==> src/rtl/fifo_thresh_if.sv <==
// Handshake and status bundle for fifo_thresh.
// The master side drives write/read/flush requests; the slave side is the FIFO.
interface fifo_thresh_if #(
  parameter int DEPTH = 8,
  parameter int WIDTH = 8
);
  localparam int CNT_W = $clog2(DEPTH + 1);

  logic             flush_i;
  logic             wr_en_i;
  logic [WIDTH-1:0] write_data_i;
  logic             rd_en_i;
  logic [WIDTH-1:0] read_data_o;
  logic             rd_valid_o;
  logic             full_o;
  logic             empty_o;
  logic             almost_full_o;
  logic             almost_empty_o;
  logic [CNT_W-1:0] count_o;
  logic             overflow_o;
  logic             underflow_o;

  modport master (
    output flush_i, wr_en_i, write_data_i, rd_en_i,
    input  read_data_o, rd_valid_o, full_o, empty_o, almost_full_o,
           almost_empty_o, count_o, overflow_o, underflow_o
  );

  modport slave (
    input  flush_i, wr_en_i, write_data_i, rd_en_i,
    output read_data_o, rd_valid_o, full_o, empty_o, almost_full_o,
           almost_empty_o, count_o, overflow_o, underflow_o
  );
endinterface

==> src/rtl/fifo_thresh.sv <==
// Synchronous FIFO with occupancy thresholds, sticky error flags and a
// selectable read mode (registered read or first-word-fall-through).
// Every one of the DEPTH entries is usable; occupancy is tracked by an
// explicit counter so DEPTH need not be a power of two.
module fifo_thresh #(
  parameter int DEPTH    = 8,
  parameter int WIDTH    = 8,
  parameter int AF_LEVEL = DEPTH - 2,
  parameter int AE_LEVEL = 2,
  parameter int FWFT     = 0
) (
  input  logic         clk,
  input  logic         rst_n,
  fifo_thresh_if.slave bus
);
  localparam int PTR_W = (DEPTH > 1) ? $clog2(DEPTH) : 1;
  localparam int CNT_W = $clog2(DEPTH + 1);
  localparam logic [CNT_W-1:0] FULL_CNT = CNT_W'(DEPTH);
  localparam logic [PTR_W-1:0] LAST_PTR = PTR_W'(DEPTH - 1);
  localparam logic [31:0]      AF_U     = 32'(AF_LEVEL);
  localparam logic [31:0]      AE_U     = 32'(AE_LEVEL);

  // Pointer advance with an explicit wrap at DEPTH-1, so non power-of-two
  // depths never index past the last entry.
  function automatic logic [PTR_W-1:0] ptr_inc(input logic [PTR_W-1:0] p);
    return (p == LAST_PTR) ? '0 : p + PTR_W'(1);
  endfunction

  logic [WIDTH-1:0] mem [DEPTH];
  logic [PTR_W-1:0] wr_ptr_q;
  logic [PTR_W-1:0] rd_ptr_q;
  logic [CNT_W-1:0] count_q;
  logic             ovf_q;
  logic             unf_q;
  logic             full;
  logic             empty;
  logic             wr_acc;
  logic             rd_acc;

  // Flags come straight from the registered count; acceptance uses the
  // pre-edge flags, so a full FIFO refuses a write even when a read pops.
  assign full   = (count_q == FULL_CNT);
  assign empty  = (count_q == '0);
  assign wr_acc = bus.wr_en_i && !full;
  assign rd_acc = bus.rd_en_i && !empty;

  assign bus.full_o         = full;
  assign bus.empty_o        = empty;
  assign bus.almost_full_o  = (32'(count_q) >= AF_U);
  assign bus.almost_empty_o = (32'(count_q) <= AE_U);
  assign bus.count_o        = count_q;
  assign bus.overflow_o     = ovf_q;
  assign bus.underflow_o    = unf_q;

  // Storage array: written on accepted writes only, never reset or cleared.
  always_ff @(posedge clk) begin
    if (rst_n && !bus.flush_i && wr_acc) begin
      mem[wr_ptr_q] <= bus.write_data_i;
    end
  end

  // Pointers and occupancy; flush empties the queue and wins over requests.
  always_ff @(posedge clk or negedge rst_n) begin
    if (!rst_n) begin
      wr_ptr_q <= '0;
      rd_ptr_q <= '0;
      count_q  <= '0;
    end else if (bus.flush_i) begin
      wr_ptr_q <= '0;
      rd_ptr_q <= '0;
      count_q  <= '0;
    end else begin
      if (wr_acc) begin
        wr_ptr_q <= ptr_inc(wr_ptr_q);
      end
      if (rd_acc) begin
        rd_ptr_q <= ptr_inc(rd_ptr_q);
      end
      if (wr_acc && !rd_acc) begin
        count_q <= count_q + CNT_W'(1);
      end else if (rd_acc && !wr_acc) begin
        count_q <= count_q - CNT_W'(1);
      end
    end
  end

  // Sticky error flags: held until flush or reset.
  always_ff @(posedge clk or negedge rst_n) begin
    if (!rst_n) begin
      ovf_q <= 1'b0;
      unf_q <= 1'b0;
    end else if (bus.flush_i) begin
      ovf_q <= 1'b0;
      unf_q <= 1'b0;
    end else begin
      if (bus.wr_en_i && full) begin
        ovf_q <= 1'b1;
      end
      if (bus.rd_en_i && empty) begin
        unf_q <= 1'b1;
      end
    end
  end

  generate
    if (FWFT != 0) begin : g_fwft
      // Head word is shown directly; an empty queue presents zero so the
      // output is defined during and right after reset.
      assign bus.read_data_o = empty ? '0 : mem[rd_ptr_q];
      assign bus.rd_valid_o  = !empty;
    end else begin : g_reg
      logic [WIDTH-1:0] rd_data_p1;
      logic             vld_p1;

      // ---- stage p0 -> p1: registered read, data held on refused reads ----
      always_ff @(posedge clk or negedge rst_n) begin
        if (!rst_n) begin
          rd_data_p1 <= '0;
          vld_p1     <= 1'b0;
        end else if (bus.flush_i) begin
          vld_p1     <= 1'b0;
        end else begin
          vld_p1 <= rd_acc;
          if (rd_acc) begin
            rd_data_p1 <= mem[rd_ptr_q];
          end
        end
      end

      assign bus.read_data_o = rd_data_p1;
      assign bus.rd_valid_o  = vld_p1;
    end
  endgenerate
endmodule

==> src/flat_wrapper.sv <==
// flat-port wrapper written by rule: the top's interface ports become plain ports
module fifo_thresh_flat 
#(
  parameter int DEPTH    = 8,
  parameter int WIDTH    = 8,
  parameter int AF_LEVEL = DEPTH - 2,
  parameter int AE_LEVEL = 2,
  parameter int FWFT     = 0
)
  (clk, rst_n, bus_flush_i, bus_wr_en_i, bus_write_data_i, bus_rd_en_i, bus_read_data_o, bus_rd_valid_o, bus_full_o, bus_empty_o, bus_almost_full_o, bus_almost_empty_o, bus_count_o, bus_overflow_o, bus_underflow_o);
  fifo_thresh_if #(.DEPTH(DEPTH), .WIDTH(WIDTH)) bus_i ();
  input  logic clk;
  input  logic rst_n;
  input wire logic [$bits(bus_i.flush_i)-1:0] bus_flush_i;
  input wire logic [$bits(bus_i.wr_en_i)-1:0] bus_wr_en_i;
  input wire logic [$bits(bus_i.write_data_i)-1:0] bus_write_data_i;
  input wire logic [$bits(bus_i.rd_en_i)-1:0] bus_rd_en_i;
  output wire logic [$bits(bus_i.read_data_o)-1:0] bus_read_data_o;
  output wire logic [$bits(bus_i.rd_valid_o)-1:0] bus_rd_valid_o;
  output wire logic [$bits(bus_i.full_o)-1:0] bus_full_o;
  output wire logic [$bits(bus_i.empty_o)-1:0] bus_empty_o;
  output wire logic [$bits(bus_i.almost_full_o)-1:0] bus_almost_full_o;
  output wire logic [$bits(bus_i.almost_empty_o)-1:0] bus_almost_empty_o;
  output wire logic [$bits(bus_i.count_o)-1:0] bus_count_o;
  output wire logic [$bits(bus_i.overflow_o)-1:0] bus_overflow_o;
  output wire logic [$bits(bus_i.underflow_o)-1:0] bus_underflow_o;
  assign bus_i.flush_i = bus_flush_i;
  assign bus_i.wr_en_i = bus_wr_en_i;
  assign bus_i.write_data_i = bus_write_data_i;
  assign bus_i.rd_en_i = bus_rd_en_i;
  assign bus_read_data_o = bus_i.read_data_o;
  assign bus_rd_valid_o = bus_i.rd_valid_o;
  assign bus_full_o = bus_i.full_o;
  assign bus_empty_o = bus_i.empty_o;
  assign bus_almost_full_o = bus_i.almost_full_o;
  assign bus_almost_empty_o = bus_i.almost_empty_o;
  assign bus_count_o = bus_i.count_o;
  assign bus_overflow_o = bus_i.overflow_o;
  assign bus_underflow_o = bus_i.underflow_o;
  fifo_thresh #(.DEPTH(DEPTH), .WIDTH(WIDTH), .AF_LEVEL(AF_LEVEL), .AE_LEVEL(AE_LEVEL), .FWFT(FWFT)) u_core (.clk(clk), .rst_n(rst_n), .bus(bus_i));
endmodule
==> config.mk <==
export PLATFORM = sky130hd
export DESIGN_NAME = fifo_thresh_flat
export DESIGN_NICKNAME = d
export VERILOG_FILES = /design/src/rtl/fifo_thresh_if.sv /design/src/rtl/fifo_thresh.sv /design/src/flat_wrapper.sv
export SDC_FILE = /design/constraint.sdc
export NUM_CORES = 1
export LEC_CHECK = 0
export CAP_MARGIN = 20
export CORE_UTILIZATION = 33
export DETAILED_ROUTE_END_ITERATION = 12
export PLACE_DENSITY = 0.6
export SETUP_SLACK_MARGIN = 0.5
export SYNTH_ARGS = -nofsm -noshare
export SYNTH_HDL_FRONTEND = slang
export SYNTH_SLANG_ARGS = --single-unit
export TNS_END_PERCENT = 5
==> constraint.sdc <==
create_clock -name clk -period 3.7 [get_ports clk]
set_input_delay 0.555 -clock clk [delete_from_list [all_inputs] [get_ports clk]]
set_output_delay 0.555 -clock clk [all_outputs]
set_load 0.05 [all_outputs]
==> run_results.csv, run 1 <==
group,metric,value,unit
status,status,"finished clean",
yosys,synth.distinct_cells,43,
yosys,synth_cells,220,
global_route,grt_start_max_net_pins,20,
clock_network,cts_buffers,9,
clock_network,htreeDepth,3,
detailed_routing,wl,6590,um
global_route,grtUsageTotal,0.129,
critical_path,r2r_cells,7,
yosys,async_flop_share,0.247,
detailed_routing,ant_nets,0,
power_and_ir_drop,fin_total_pwr,2.93,mW
critical_path,cp-end-kind,"output pin",
timing,finClkSkew,0.0123,ns
min_path,hp-class,"in -> async",
yosys,synthFlopType,"edfxtp_1",
power_and_ir_drop,max-vdd-ir-drop,260,uV
floorplanning,boundaryPins,32,
clock_network,cts_tree,"built",
floorplanning,die_h,107,um
timing,grt_setup_unrepaired,"false",
detailed_routing,first_pass_iters,4,
critical_path,critPathRequiredTime,3.14,ns
cells_and_area,final_area,4300,um^2
timing,clock.fmax,330,MHz
cells_and_area,diodes,0,
global_route,grt.overflow.total,0,
critical_path,r2r_setup_slack,1.06,ns
clock_network,cts_root_buffer,"clkbuf_8",
floorplanning,start_util,0.346,
yosys,yosysWarnings,0,
clock_network,clock_latency,0.35,ns
floorplanning,dieArea,11400,um^2
timing,setup_viol,0,
detailed_routing,vias,2017,
timing,finalHoldViolations,0,
global_route,grt_pass1_wl,10700,um
critical_path,startpoint_type,"flop",
yosys,synth.avg_cell_area,16.4,um^2
detailed_routing,drc_errors,0,
timing,fin_crit,3.03,ns
place,portBuffers,31,
clock_network,cts_setup_buffers,0,
power_and_ir_drop,leakage,1.46,nW
yosys,synth_edf_count,64,
timing,tns,0,ns
place,dp_cells,386,
clock_network,clk_pin_slew_worst_paths,0.08,ns
timing,final_max_slew_viol_count,0,
timing,finalWorstSetupSlack,0.668,ns
cells_and_area,area_growth,18.8,%
floorplanning,chipWidth,107,um
critical_path,r2r_start,"u_core.bus.count_o[1]",
yosys,ys_seq_area_frac,0.676,
yosys,ys_ff_latch,85,
power_and_ir_drop,power_density,680,nW/um^2
cells_and_area,nets,281,
clock_network,numClockSinks,85,
critical_path,regToRegEndpoint,"u_core.bus.count_o[3]",
flow_run,maxCapViolations,0,
global_route,antenna_found_initial,0,
clock_network,cts_max_path_buffers,2,
detailed_routing,first_iter_violations,62,
cells_and_area,layout.cells.non_filler,402,
global_route,grt_pass1_vias,1992,
clock_network,cts_resized,0,
place,dp_hpwl,4230,um
place,placed_area,4100,um^2
place,gp_congestion,0.783,
floorplanning,coreArea,10500,um^2
cells_and_area,drive_gt1_frac,0.188,
clock_network,hold_buffers,0,
place,dpl_worst_slack,0.842,ns
cells_and_area,nFillCells,960,
yosys,synth_area,3620,um^2
critical_path,crit_path_max_fanout,14,
cells_and_area,multi_input_comb_area,1060,um^2
detailed_routing,via_per_inst,5.02,
timing,max_slew_margin,0.418,
cells_and_area,regArea,2450,um^2
critical_path,arrival,2.48,ns
timing,post-route-period-util,0.820,
yosys,synth_nets,240,
critical_path,crit_type,"reg -> out",
floorplanning,rows,37,
detailed_routing,wl_per_cell,16.4,um
timing,worstMarginPinSlew,0.873,ns
-- how the worst max path moves through the flow --
stage | from | to
4_1_cts | u_core.bus.count_o[1] | bus_full_o
3_5_place_dp | bus_rd_en_i | u_core.bus.count_o[3]
2_1_floorplan | u_core.bus.count_o[1] | u_core.mem[0][0]
3_3_place_gp | bus_rd_en_i | u_core.bus.count_o[3]
5_1_grt | u_core.bus.count_o[1] | bus_full_o
6_report | u_core.bus.count_o[1] | bus_full_o
-- cell usage in the layout, fill, tap and decap left out, types with 4 or more instances in the layout --
master            n
nor2_1           16
dfrtp_1          21
clkbuf_8          9
buf_4            13
clkdlybuf4s50_1  31
nor3_1            6
mux4_2           16
mux2i_1          10
inv_1             4
edfxtp_1         64
a21oi_1          18
nand3_1           6
nand2_1          12
ha_1              6
-- power breakdown --
part,internal (mW),switching (mW)
logic,0.422,0.625
clock network,0.319,0.331
registers,1.11,0.117
total,1.85,1.07
-- cells by family after synthesis --
logic type	share of synthesized area
DFF	0.676
xor gates and xnor gates	0.00484
and+or+nand+nor	0.0733
adders and majority gates	0.0263
muxes	0.127
AOI/OAI and AO/OA	0.0609
buffers and inverters	0.0311
-- Yosys cell counts (2+ instances only) --
library cell,number,share of area
edfxtp_1,64,0.53
dfrtp_1,21,0.15
a21oi_1,18,0.025
mux4_2,16,0.10
nor2_1,16,0.017
nand2_1,12,0.012
mux2i_1,10,0.028
ha_1,6,0.021
nand3_1,6,0.0083
nor3_1,6,0.0083
buf_2,5,0.0069
inv_1,4,0.0041
buf_4,2,0.0041
nor2b_1,2,0.0035
nor4_1,2,0.0035
or3_1,2,0.0035
xnor2_1,2,0.0048
-- through the flow --
stage / utilization / hold slack, ns
detailed placement: 0.392 / 0.490
CTS: 0.411 / 0.446
finish: 0.411 / 0.455
floorplan: - / 0.259
global placement: 0.392 / 0.479
global route: 0.411 / 0.446
-- per-layer routing --
layer	vias up	track usage	share of wire
met5	-	0	0
met4	0	0.0411	0.013
li1	935	-	-
met3	7	0.0340	0.047
met2	39	0.210	0.51
met1	1036	0.167	0.43
-- worst max-delay path, stage by stage, from the launching register on --
cell and delay [ns]:
dfrtp_1 0.57, or4b_4 0.65, inv_1 0.11, clkdlybuf4s50_1 0.81
-- final cells by class --
class,instances,area share
clock inverters,6,0.0172
inverters,4,0.00349
multi-input cells,117,0.246
flip-flops and latches,85,0.569
well taps,136,0.0396
clock buffers,10,0.0297
repair buffers,44,0.0949
-- registers in the layout (all words and copies together) (netlist names) --
signal	count
u_core.wr_ptr_q	3
u_core.rd_ptr_q	3
u_core.mem	64
u_core.bus.rd_valid_o	1
u_core.bus.underflow_o	1
u_core.bus.overflow_o	1
u_core.bus.count_o	4
u_core.bus.read_data_o	8
(Power assumes the default switching activity.)
==> run 2, diff against run 1 <==
==> constraint.sdc (replaced) <==
create_clock -name clk -period 2.8 [get_ports clk]
set_input_delay 0.42 -clock clk [delete_from_list [all_inputs] [get_ports clk]]
set_output_delay 0.42 -clock clk [all_outputs]
set_load 0.05 [all_outputs]
==> run 2 against run 1 <==
  * Non-clock buffer count is 15 higher
  * Core utilization is 1.6 points higher
  * Hold slack better by 0.052 ns
  * First-iteration DRC count is 45% higher
  * Wire length grew 2.6%
  * Sequential share of layout area is 2.0 points lower
  * Critical path depth is 4 higher
  * Critical path type is now reg -> reg
  * Via count shrank 0.40%
  * Global-route usage barely moved
  * Sequential cell count stayed put
  * Highest routed layer unchanged
==> run_results.csv, run 2 (synthesized netlist as in run 1, its figures left out) <==
group,metric,value,unit
timing,setup_viol,0,
power_and_ir_drop,power_density,896,nW/um^2
critical_path,startpoint,"u_core.bus.count_o[1]",
place,dpl_worst_slack,0.367,ns
status,status,"finished clean",
critical_path,max_stage_delay,0.59,ns
timing,max_slew_margin,0.497,
global_route,antenna_found_initial,0,
detailed_routing,drc_errors,0,
floorplanning,dieArea,11400,um^2
critical_path,cp-end-kind,"flop",
global_route,grt_start_max_net_pins,22,
cells_and_area,diodes,0,
power_and_ir_drop,p_switching,1.44,mW
critical_path,r2r_setup_slack,0.51,ns
timing,finalWorstSetupSlack,0.506,ns
critical_path,crit_slowest_cell,"or4b_4",
place,portBuffers,31,
cells_and_area,drive_gt1_frac,0.270,
detailed_routing,first_iter_violations,90,
power_and_ir_drop,max-vdd-ir-drop,467,uV
cells_and_area,final_common_cell,"edfxtp_1",
global_route,grt_pass1_wl,10500,um
floorplanning,die_h,107,um
detailed_routing,vias,2009,
critical_path,crit_path_cell_trace,"or4b_4 > nand3_4 > ha_4 > a21oi_1 > and2_1 > or4b_4 > a41oi_2",
clock_network,cts_tree,"built",
min_path,hp-class,"reg -> reg",
power_and_ir_drop,leakage,1.55,nW
timing,worstMarginPinSlew,0.754,ns
clock_network,cts_buffers,9,
clock_network,clk_pin_slew_worst_paths,0.08,ns
clock_network,numClockSinks,85,
critical_path,arrival,2.57,ns
detailed_routing,wl,6770,um
detailed_routing,wl_per_cell,16.2,um
clock_network,htreeDepth,3,
critical_path,critPathRequiredTime,3.07,ns
detailed_routing,first_pass_iters,4,
clock_network,cts_root_buffer,"clkbuf_8",
power_and_ir_drop,power.share.switching,0.361,
critical_path,regToRegEndpoint,"u_core.bus.count_o[3]",
floorplanning,chipWidth,107,um
timing,clock.fmax,436,MHz
floorplanning,coreArea,10500,um^2
timing,grt_setup_unrepaired,"true",
place,dp_hpwl,4180,um
timing,finClkSkew,0.0131,ns
power_and_ir_drop,combPwrFrac,0.398,
global_route,grt.overflow.total,0,
global_route,grt_pass1_vias,1962,
critical_path,startpoint_type,"flop",
power_and_ir_drop,power_frac_clock,0.206,
critical_path,critPathCapture,"u_core.bus.count_o[3]",
cells_and_area,mostFrequentLayoutCells,"edfxtp_1, clkdlybuf4s50_1, buf_4, a21oi_1, dfrtp_1",
timing,finalHoldViolations,0,
cells_and_area,top_register,"u_core.mem",
flow_run,maxCapViolations,0,
timing,fin_crit,2.29,ns
global_route,grtUsageTotal,0.128,
clock_network,clock_latency,0.36,ns
critical_path,r2r_start,"u_core.bus.count_o[1]",
timing,post-route-period-util,0.819,
timing,final_max_slew_viol_count,0,
floorplanning,rows,37,
timing,hold_slack,0.508,ns
floorplanning,boundaryPins,32,
place,gp_congestion,0.782,
clock_network,hold_buffers,0,
detailed_routing,ant_nets,0,
floorplanning,start_util,0.346,
critical_path,crit_top_cell,"or4b_4",
power_and_ir_drop,pwr-share-seq,0.397,
power_and_ir_drop,internal_power,2.56,mW
detailed_routing,via_per_inst,4.82,
timing,tns,0,ns
critical_path,r2r_cells,7,
cells_and_area,nets,296,
clock_network,cts_max_path_buffers,2,
cells_and_area,area_growth,23.3,%
critical_path,crit_type,"reg -> reg",
critical_path,crit_path_max_fanout,6,
cells_and_area,largest_reg_flops,64,
-- run 2: changes by cell type in the layout (fill, tap and decap cells not counted), sizes merged --
| cell | delta |
|---|---|
| buf | +16 |
| clkbuf | +2 |
| clkdlybuf4s15 | +1 |
| clkdlybuf4s50 | -3 |
| clkinvlp | -1 |
| dlymetal6s2s | +1 |
| inv | -1 |
-- run 2: area by class of cell --
class | count | area (um^2)
clock buffers | 12 | 135
clock inverters | 4 | 51.3
fillers | 942 | 6000
inverters | 4 | 15.0
multi-input cells | 117 | 1120
flip-flops and latches | 85 | 2450
well taps | 136 | 170
repair buffers | 59 | 519
-- run 2: worst max-delay path: cells and delay by family, from the launching register on --
family | cells | cell delay [ns]
AOI/OAI and AO/OA | 2 | 0.21
DFF | 1 | 0.46
and+or+nand+nor | 4 | 1.39
adders and majority gates | 1 | 0.15
-- run 2: how the worst min path moves through the flow --
| stage | start | endpoint | slack, ns | depth (start not counted) |
|---|---|---|---|---|
| 2_1_floorplan | rst_n | u_core.bus.count_o[0] | 0.12 | 0 |
| 3_3_place_gp | u_core.bus.read_data_o[6] | u_core.bus.read_data_o[6] | 0.50 | 2 |
| 3_5_place_dp | u_core.bus.underflow_o | u_core.bus.underflow_o | 0.50 | 2 |
| 4_1_cts | rst_n | u_core.bus.read_data_o[0] | 0.52 | 2 |
| 5_1_grt | u_core.bus.underflow_o | u_core.bus.underflow_o | 0.54 | 2 |
| 6_report | u_core.bus.underflow_o | u_core.bus.underflow_o | 0.51 | 2 |
-- run 2: timing repair --
item | in CTS | in global routing
buffers inserted | 5 | 9
gates resized for setup | 3 | 3
setup endpoints to repair | 4 | 2
pin swaps | 0 | 2
-- run 2: power groups by stage --
stage | sequential [mW] | combinational (mW) | clock [mW]
finish | 1.59 | 1.59 | 0.822
global route | 1.60 | 1.70 | 0.899
CTS | 1.61 | 1.50 | 0.847
detailed placement | 1.67 | 1.43 | 0
global placement | 1.67 | 1.42 | 0
floorplan | 1.88 | 0.833 | 0
-- run 2: stage by stage --
stage	instance area (um^2)	std cells	util	total power, mW
2_1_floorplan	3670	220	-	2.71
3_3_place_gp	4160	387	0.398	3.09
3_5_place_dp	4160	387	0.398	3.10
4_1_cts	4380	408	0.419	3.95
5_1_grt	4460	417	0.427	4.20
6_report	4460	417	0.427	4.00
-- run 2: metal layers --
metal,up-vias,routed length (um),track usage
li1,964,-,-
met1,997,3180,0.172
met2,37,3190,0.193
met3,11,277,0.0340
met4,0,124,0.0626
met5,-,0,0
